--- config.mk ---
export PLATFORM = sky130hd
export DESIGN_NAME = gemm_tiler
export DESIGN_NICKNAME = d
export VERILOG_FILES = /design/src/rtl/gemm_tiler.sv
export SDC_FILE = /design/constraint.sdc
export NUM_CORES = 1
export LEC_CHECK = 0
export CORE_MARGIN = 5
export CORE_UTILIZATION = 58
export DETAILED_ROUTE_END_ITERATION = 8
export DONT_BUFFER_PORTS = 1
export GPL_TIMING_DRIVEN = 0
export PLACE_DENSITY = 0.82
export SYNTH_ARGS = -nofsm -noshare
export SYNTH_HDL_FRONTEND = slang
export SYNTH_SLANG_ARGS = --single-unit
--- constraint.sdc ---
create_clock -name clk -period 8.81 [get_ports clk]
set_input_delay 0.881 -clock clk [delete_from_list [all_inputs] [get_ports clk]]
set_output_delay 0.881 -clock clk [all_outputs]
set_load 0.1 [all_outputs]
--- src/rtl/gemm_tiler.sv ---
// gemm_tiler: splits one GEMM job into 16x16 tile commands and serialises each K-accumulation chain
module gemm_tiler #(
   parameter int ADDR_WIDTH           = 10,
   parameter int SYSTOLIC_ARRAY_WIDTH = 16,
   parameter int DIM_WIDTH            = 8
) (
   input  logic                  clk,
   input  logic                  rst,
   input  logic                  job_valid,
   output logic                  job_ready,
   input  logic [DIM_WIDTH-1:0]  job_m,
   input  logic [DIM_WIDTH-1:0]  job_k,
   input  logic [DIM_WIDTH-1:0]  job_n,
   input  logic [ADDR_WIDTH-1:0] job_addr_a,
   input  logic [ADDR_WIDTH-1:0] job_addr_b,
   input  logic [ADDR_WIDTH-1:0] job_addr_c,
   input  logic [ADDR_WIDTH-1:0] job_addr_d,
   output logic                  cmd_valid,
   output logic [63:0]           cmd_data,
   input  logic                  cmd_ready,
   input  logic                  done_irq,
   output logic                  busy,
   output logic                  job_done,
   output logic                  job_err
);
   localparam int W  = SYSTOLIC_ARRAY_WIDTH;
   localparam int AW = ADDR_WIDTH;
   localparam int DW = DIM_WIDTH;
   localparam int CW = DIM_WIDTH + 1;

   if (4 * ADDR_WIDTH + 24 != 64) begin : g_bad_addr_width
      $error("gemm_tiler: 4*ADDR_WIDTH+24 must equal 64");
   end

   typedef enum logic [2:0] {IDLE, ISSUE, WAIT_DEP, DRAIN, ERR} state_t;

   state_t          state_q, state_d;
   logic [DW-1:0]   m_q, m_d, k_q, k_d, n_q, n_d;
   logic [CW-1:0]   mt_q, mt_d, kt_q, kt_d, nt_q, nt_d;
   logic [CW-1:0]   mi_q, mi_d, ki_q, ki_d, ni_q, ni_d;
   logic [AW-1:0]   ba_q, ba_d, bb_q, bb_d, bc_q, bc_d, bd_q, bd_d;
   logic [4:0]      outst_q, outst_d;
   logic            cmd_valid_q, cmd_valid_d;
   logic [63:0]     cmd_data_q, cmd_data_d;
   logic            job_done_q, job_done_d;
   logic            job_err_q, job_err_d;
   logic            hs, dep_clear, zero_dim;

   function automatic logic [CW-1:0] tiles(input logic [DW-1:0] x);
      return CW'((int'(x) + W - 1) / W);
   endfunction

   function automatic logic [63:0] tile_cmd(
      input logic [DW-1:0] dm, dk, dn,
      input logic [CW-1:0] mt, kt, nt, mi, ki, ni,
      input logic [AW-1:0] ba, bb, bc, bd
   );
      int lm, lk, ln, a, b, c, d;
      lm = (mi == mt - 1'b1) ? int'(dm) - W * (int'(mt) - 1) : W;
      lk = (ki == kt - 1'b1) ? int'(dk) - W * (int'(kt) - 1) : W;
      ln = (ni == nt - 1'b1) ? int'(dn) - W * (int'(nt) - 1) : W;
      a  = int'(ba) + W * (int'(mi) * int'(kt) + int'(ki));
      b  = int'(bb) + W * (int'(ki) * int'(nt) + int'(ni));
      d  = int'(bd) + W * (int'(mi) * int'(nt) + int'(ni));
      c  = (ki == '0) ? int'(bc) + W * (int'(mi) * int'(nt) + int'(ni)) : d;
      return {AW'(d), AW'(c), AW'(b), AW'(a), 8'(ln), 8'(lk), 8'(lm)};
   endfunction

   assign job_ready = (state_q == IDLE) && !job_done_q;
   assign busy      = state_q != IDLE;
   assign cmd_valid = cmd_valid_q;
   assign cmd_data  = cmd_data_q;
   assign job_done  = job_done_q;
   assign job_err   = job_err_q;

   // next-state, tile index walk, command build and outstanding tracking
   always_comb begin
      state_d     = state_q;
      m_d         = m_q;
      k_d         = k_q;
      n_d         = n_q;
      mt_d        = mt_q;
      kt_d        = kt_q;
      nt_d        = nt_q;
      mi_d        = mi_q;
      ki_d        = ki_q;
      ni_d        = ni_q;
      ba_d        = ba_q;
      bb_d        = bb_q;
      bc_d        = bc_q;
      bd_d        = bd_q;
      cmd_valid_d = cmd_valid_q;
      job_done_d  = 1'b0;
      job_err_d   = 1'b0;
      hs          = cmd_valid_q && cmd_ready;
      dep_clear   = (outst_q == 5'd0) || (outst_q == 5'd1 && done_irq);
      zero_dim    = (job_m == '0) || (job_k == '0) || (job_n == '0);
      case (state_q)
         IDLE: if (job_valid && job_ready) begin
            m_d         = job_m;
            k_d         = job_k;
            n_d         = job_n;
            mt_d        = tiles(job_m);
            kt_d        = tiles(job_k);
            nt_d        = tiles(job_n);
            mi_d        = '0;
            ki_d        = '0;
            ni_d        = '0;
            ba_d        = job_addr_a;
            bb_d        = job_addr_b;
            bc_d        = job_addr_c;
            bd_d        = job_addr_d;
            state_d     = zero_dim ? ERR : ISSUE;
            cmd_valid_d = !zero_dim;
         end
         ISSUE: if (hs) begin
            if (ki_q + 1'b1 < kt_q) begin
               ki_d        = ki_q + 1'b1;
               state_d     = WAIT_DEP;
               cmd_valid_d = 1'b0;
            end else if (ni_q + 1'b1 < nt_q) begin
               ki_d = '0;
               ni_d = ni_q + 1'b1;
            end else if (mi_q + 1'b1 < mt_q) begin
               ki_d = '0;
               ni_d = '0;
               mi_d = mi_q + 1'b1;
            end else begin
               state_d     = DRAIN;
               cmd_valid_d = 1'b0;
            end
         end
         WAIT_DEP: if (dep_clear) begin
            state_d     = ISSUE;
            cmd_valid_d = 1'b1;
         end
         DRAIN: if (dep_clear) begin
            state_d    = IDLE;
            job_done_d = 1'b1;
         end
         ERR: begin
            state_d    = IDLE;
            job_done_d = 1'b1;
            job_err_d  = 1'b1;
         end
         default: state_d = IDLE;
      endcase
      cmd_data_d = cmd_valid_d ? tile_cmd(m_d, k_d, n_d, mt_d, kt_d, nt_d, mi_d, ki_d, ni_d,
                                          ba_d, bb_d, bc_d, bd_d) : cmd_data_q;
      outst_d    = outst_q + 5'(hs) - 5'(done_irq && outst_q != 5'd0);
   end

   // state and datapath registers; reset clears indices, counter and outputs
   always_ff @(posedge clk or posedge rst) begin
      if (rst) begin
         state_q     <= IDLE;
         m_q         <= '0;
         k_q         <= '0;
         n_q         <= '0;
         mt_q        <= '0;
         kt_q        <= '0;
         nt_q        <= '0;
         mi_q        <= '0;
         ki_q        <= '0;
         ni_q        <= '0;
         ba_q        <= '0;
         bb_q        <= '0;
         bc_q        <= '0;
         bd_q        <= '0;
         outst_q     <= '0;
         cmd_valid_q <= 1'b0;
         cmd_data_q  <= '0;
         job_done_q  <= 1'b0;
         job_err_q   <= 1'b0;
      end else begin
         state_q     <= state_d;
         m_q         <= m_d;
         k_q         <= k_d;
         n_q         <= n_d;
         mt_q        <= mt_d;
         kt_q        <= kt_d;
         nt_q        <= nt_d;
         mi_q        <= mi_d;
         ki_q        <= ki_d;
         ni_q        <= ni_d;
         ba_q        <= ba_d;
         bb_q        <= bb_d;
         bc_q        <= bc_d;
         bd_q        <= bd_d;
         outst_q     <= outst_d;
         cmd_valid_q <= cmd_valid_d;
         cmd_data_q  <= cmd_data_d;
         job_done_q  <= job_done_d;
         job_err_q   <= job_err_d;
      end
   end
endmodule

==> qor.txt <==
outcome - finished clean
# rows - 55
post-synthesis mux area share - 2.60%
Clk network pwr share - 13.4%
FF-to-FF End - cmd_data[53]
Mapped Cells - 1,430
Maximum Capacitance Violations - 0
Clock Latency Late Sink - 0.44 ns
Synth top area share - 36.3%
clock root cell - clkbuf_16
number of buffers created by CTS - 17
CTS tree - done
Combinational Power Share - 50.3%
setup violators final - 0
worst-case clock buffer depth - 2
H-Tree Depth - 4
clock sink count - 193
Startpoint Class - flop
Layout Skew - 0.0146 ns
internal power - 2.72 mW
placed cells - 1,716
Util after Layout - 63.2%
Warnings, synthesis - 0
xor/xnor share of the synthesized area - 8.90%
DP Area - 13,700 um2
DRC - 0
post-synthesis cell area - 13,300 um2
Power Dens Cells - 425 nW/um2
vias - 10,600
peak supply drop - 0.402 mV
n_diodes - 0
DR WL/cell - 20.7 um
Syn Nets - 1,632
hold crit path type - input port to async pin
Non-Filler Instances - 1,748
post-synth top area cell - dfrtp_1
number of fill cells - 1,737
port buffer count - 0
pre-CTS setup slack - 0.958 ns
antenna viol nets, final - 0
Slew headroom - 23.6%
Post-CTS Setup Bufs - 0
max frequency - 124 MHz
Worst-Margin Slew - 1.15 ns
Post-synth EDFFs - 0
die width - 161 um
starting density of the core - 58.8%
drt first pass iters - 6
Worst Path Required - 9.12 ns
adder-cell area share of the yosys netlist - 14.1%
Reg2Reg Depth - 29
via-per-instance ratio - 6.07
Crit Path Class - flop to flop
worst setup path start - ki_q[0]
RSZ-0062 raised after global routing - false
Die H - 161 um
sequential area share after synthesis - 36.3%
Post-CTS Resized - 0
fin nets - 1,652
vias in the first global route - 10,900
Synth cell types - 96
initial antenna violation count - 0
reg2reg start - ki_q[0]
setup TNS - 0 ns
final wirelength - 36,200 um
Synth top cells by count - 309 x nand2_1, 193 x dfrtp_1, 119 x inv_1
Synth Area in Simple Gates - 18.7%
die area - 26,100 um2
RD Place Congestion - 0.936
first-pass GRT wire length - 58,500 um
ys async rst share - 100%
iteration-0 DRC count of the detailed router - 971
sequential share of power - 36.3%
Switching Share - 55.4%
I/O pin total - 138
Leak - 7.18 nW
smallest setup slack after layout - 0.722 ns
CTS clock-pin slew for the worst setup and hold paths - 0.08 ns
hold_buf cts - 0
max incr delay on CP - 0.55 ns
Synth Register Bits - 193
Post-synth top flop - dfrtp_1
fin crit period - 8.09 ns
CP endpoint kind - flop
dpl hpwl - 27,400 um
final hold viol count - 0
cell mode on critical path - ha_1
fraction of layout cells with a size suffix above 1 - 9.43%
largest family of logic cells by synthesized area - simple AND/OR/NAND/NOR gates
WP data arrival - 8.40 ns
post-route clock period utilization - 91.8%
post-synthesis compound-gate area fraction - 14.1%
Area Growth Syn to Fin - 7.61%
Worst Setup EP - cmd_data[53]
maximum net fanout on the critical path - 10
top post-synthesis cells by area - dfrtp_1 36%, ha_1 9.8%, nand2_1 8.7%
CP max stage cell - fa_1
Design Area, Final - 14,300 um2
Post-Syn Area per Cell - 9.31 um2
Net Sw Power - 3.37 mW
total grt overflow - 0
largest net degree at the start of global routing - 135
GRT Util Overall - 28.3%
count leader, synth - nand2_1
core area - 22,600 um2
R2R Setup Slk - 0.72 ns
Final Max Slew Viols - 0
==> power by group through the flow <==
stage	logic [mW]	clock network (mW)	registers, mW
finish	3.06	0.813	2.21
global route	3.35	0.850	2.25
CTS	3.03	0.813	2.21
detailed placement	2.99	0	2.22
global placement	2.89	0	2.22
floorplan	2.29	0	2.16
==> final cells by class <==
type,count,area [um2],area share (%)
Tap cell,285,357,2.49
Clock inverter,15,193,1.35
Multi-Input combinational cell,1070,7770,54.2
Clock buffer,17,425,2.97
Inverter,125,479,3.35
Sequential cell,193,4830,33.7
Timing Repair Buffer,1,27.5,0.192
Buffer,42,240,1.68
==> how the worst min path moves through the flow <==
stage	from	end	slack, ns	cells past startpoint
floorplan	ba_q[0]	ba_q[0]	0.44	2
global placement	ba_q[0]	ba_q[0]	0.45	2
detailed placement	m_q[0]	m_q[0]	0.46	2
CTS	rst	cmd_data[29]	0.31	1
global route	rst	cmd_data[29]	0.33	1
finish	rst	cmd_data[29]	0.28	1
==> stage by stage <==
stage,hold slack [ns],power (mW)
floorplan,0.436,4.45
global placement,0.448,5.11
detailed placement,0.459,5.21
CTS,0.310,6.06
global route,0.326,6.45
finish,0.284,6.08
==> logic make-up (layout without fill, tap and decap cells) <==
family	after synthesis	in the layout
flops	193	193
simple gates	529	529
fa+ha+maj	133	133
xor+xnor	132	132
compound gates	243	243
mux	33	33
buf+inv	167	200
==> worst max-delay path, delay by kind of cell, from the launching register on <==
family,cells,cell delay (ns)
fa+ha+maj,7,2.68
compound gates,8,2.27
simple gates,7,1.39
buf+inv,5,0.59
flops,1,0.54
xor+xnor,2,0.48
==> per-layer routing <==
layer | vias up | routed length (um) | GRT usage [%]
met1 | 5166 | 14100 | 35.5
met3 | 93 | 3290 | 7.66
met4 | 0 | 1650 | 12.3
met5 | - | 0 | 0
met2 | 467 | 17200 | 46.2
li1 | 4879 | - | -
==> placed cells by master (no fill, tap or decap), types with 7 or more instances in the layout <==
cell type	netlist	layout
nor2_1	89	88
fa_1	29	29
nand3_1	24	24
dfrtp_1	193	193
and2_1	7	7
nor4_4	7	7
o211ai_1	9	9
and3_1	11	11
nand2_1	309	309
a211o_1	8	8
a21oi_1	68	68
ha_1	104	104
inv_1	119	118
mux2_2	9	9
nand4_1	14	14
o21ai_0	22	22
xor2_1	40	40
xnor2_1	90	90
nor3_1	12	12
o21bai_1	7	7
clkbuf_16	0	17
a31oi_1	7	7
a21o_1	23	23
or3_1	8	8
clkbuf_1	13	13
a211oi_1	7	7
mux2i_1	21	21
o21ai_1	13	13
buf_2	20	20
==> flip-flops by register name, indices dropped and copies added (netlist names) <==
name	flops
cmd_data	64
mt_q	9
bb_q	10
ki_q	9
nt_q	9
cmd_valid	1
mi_q	9
ni_q	9
bd_q	10
kt_q	9
m_q	8
job_done	1
bc_q	10
outst_q	5
state_q	3
job_err	1
k_q	8
n_q	8
ba_q	10
Power figures use the tool's default switching activity.
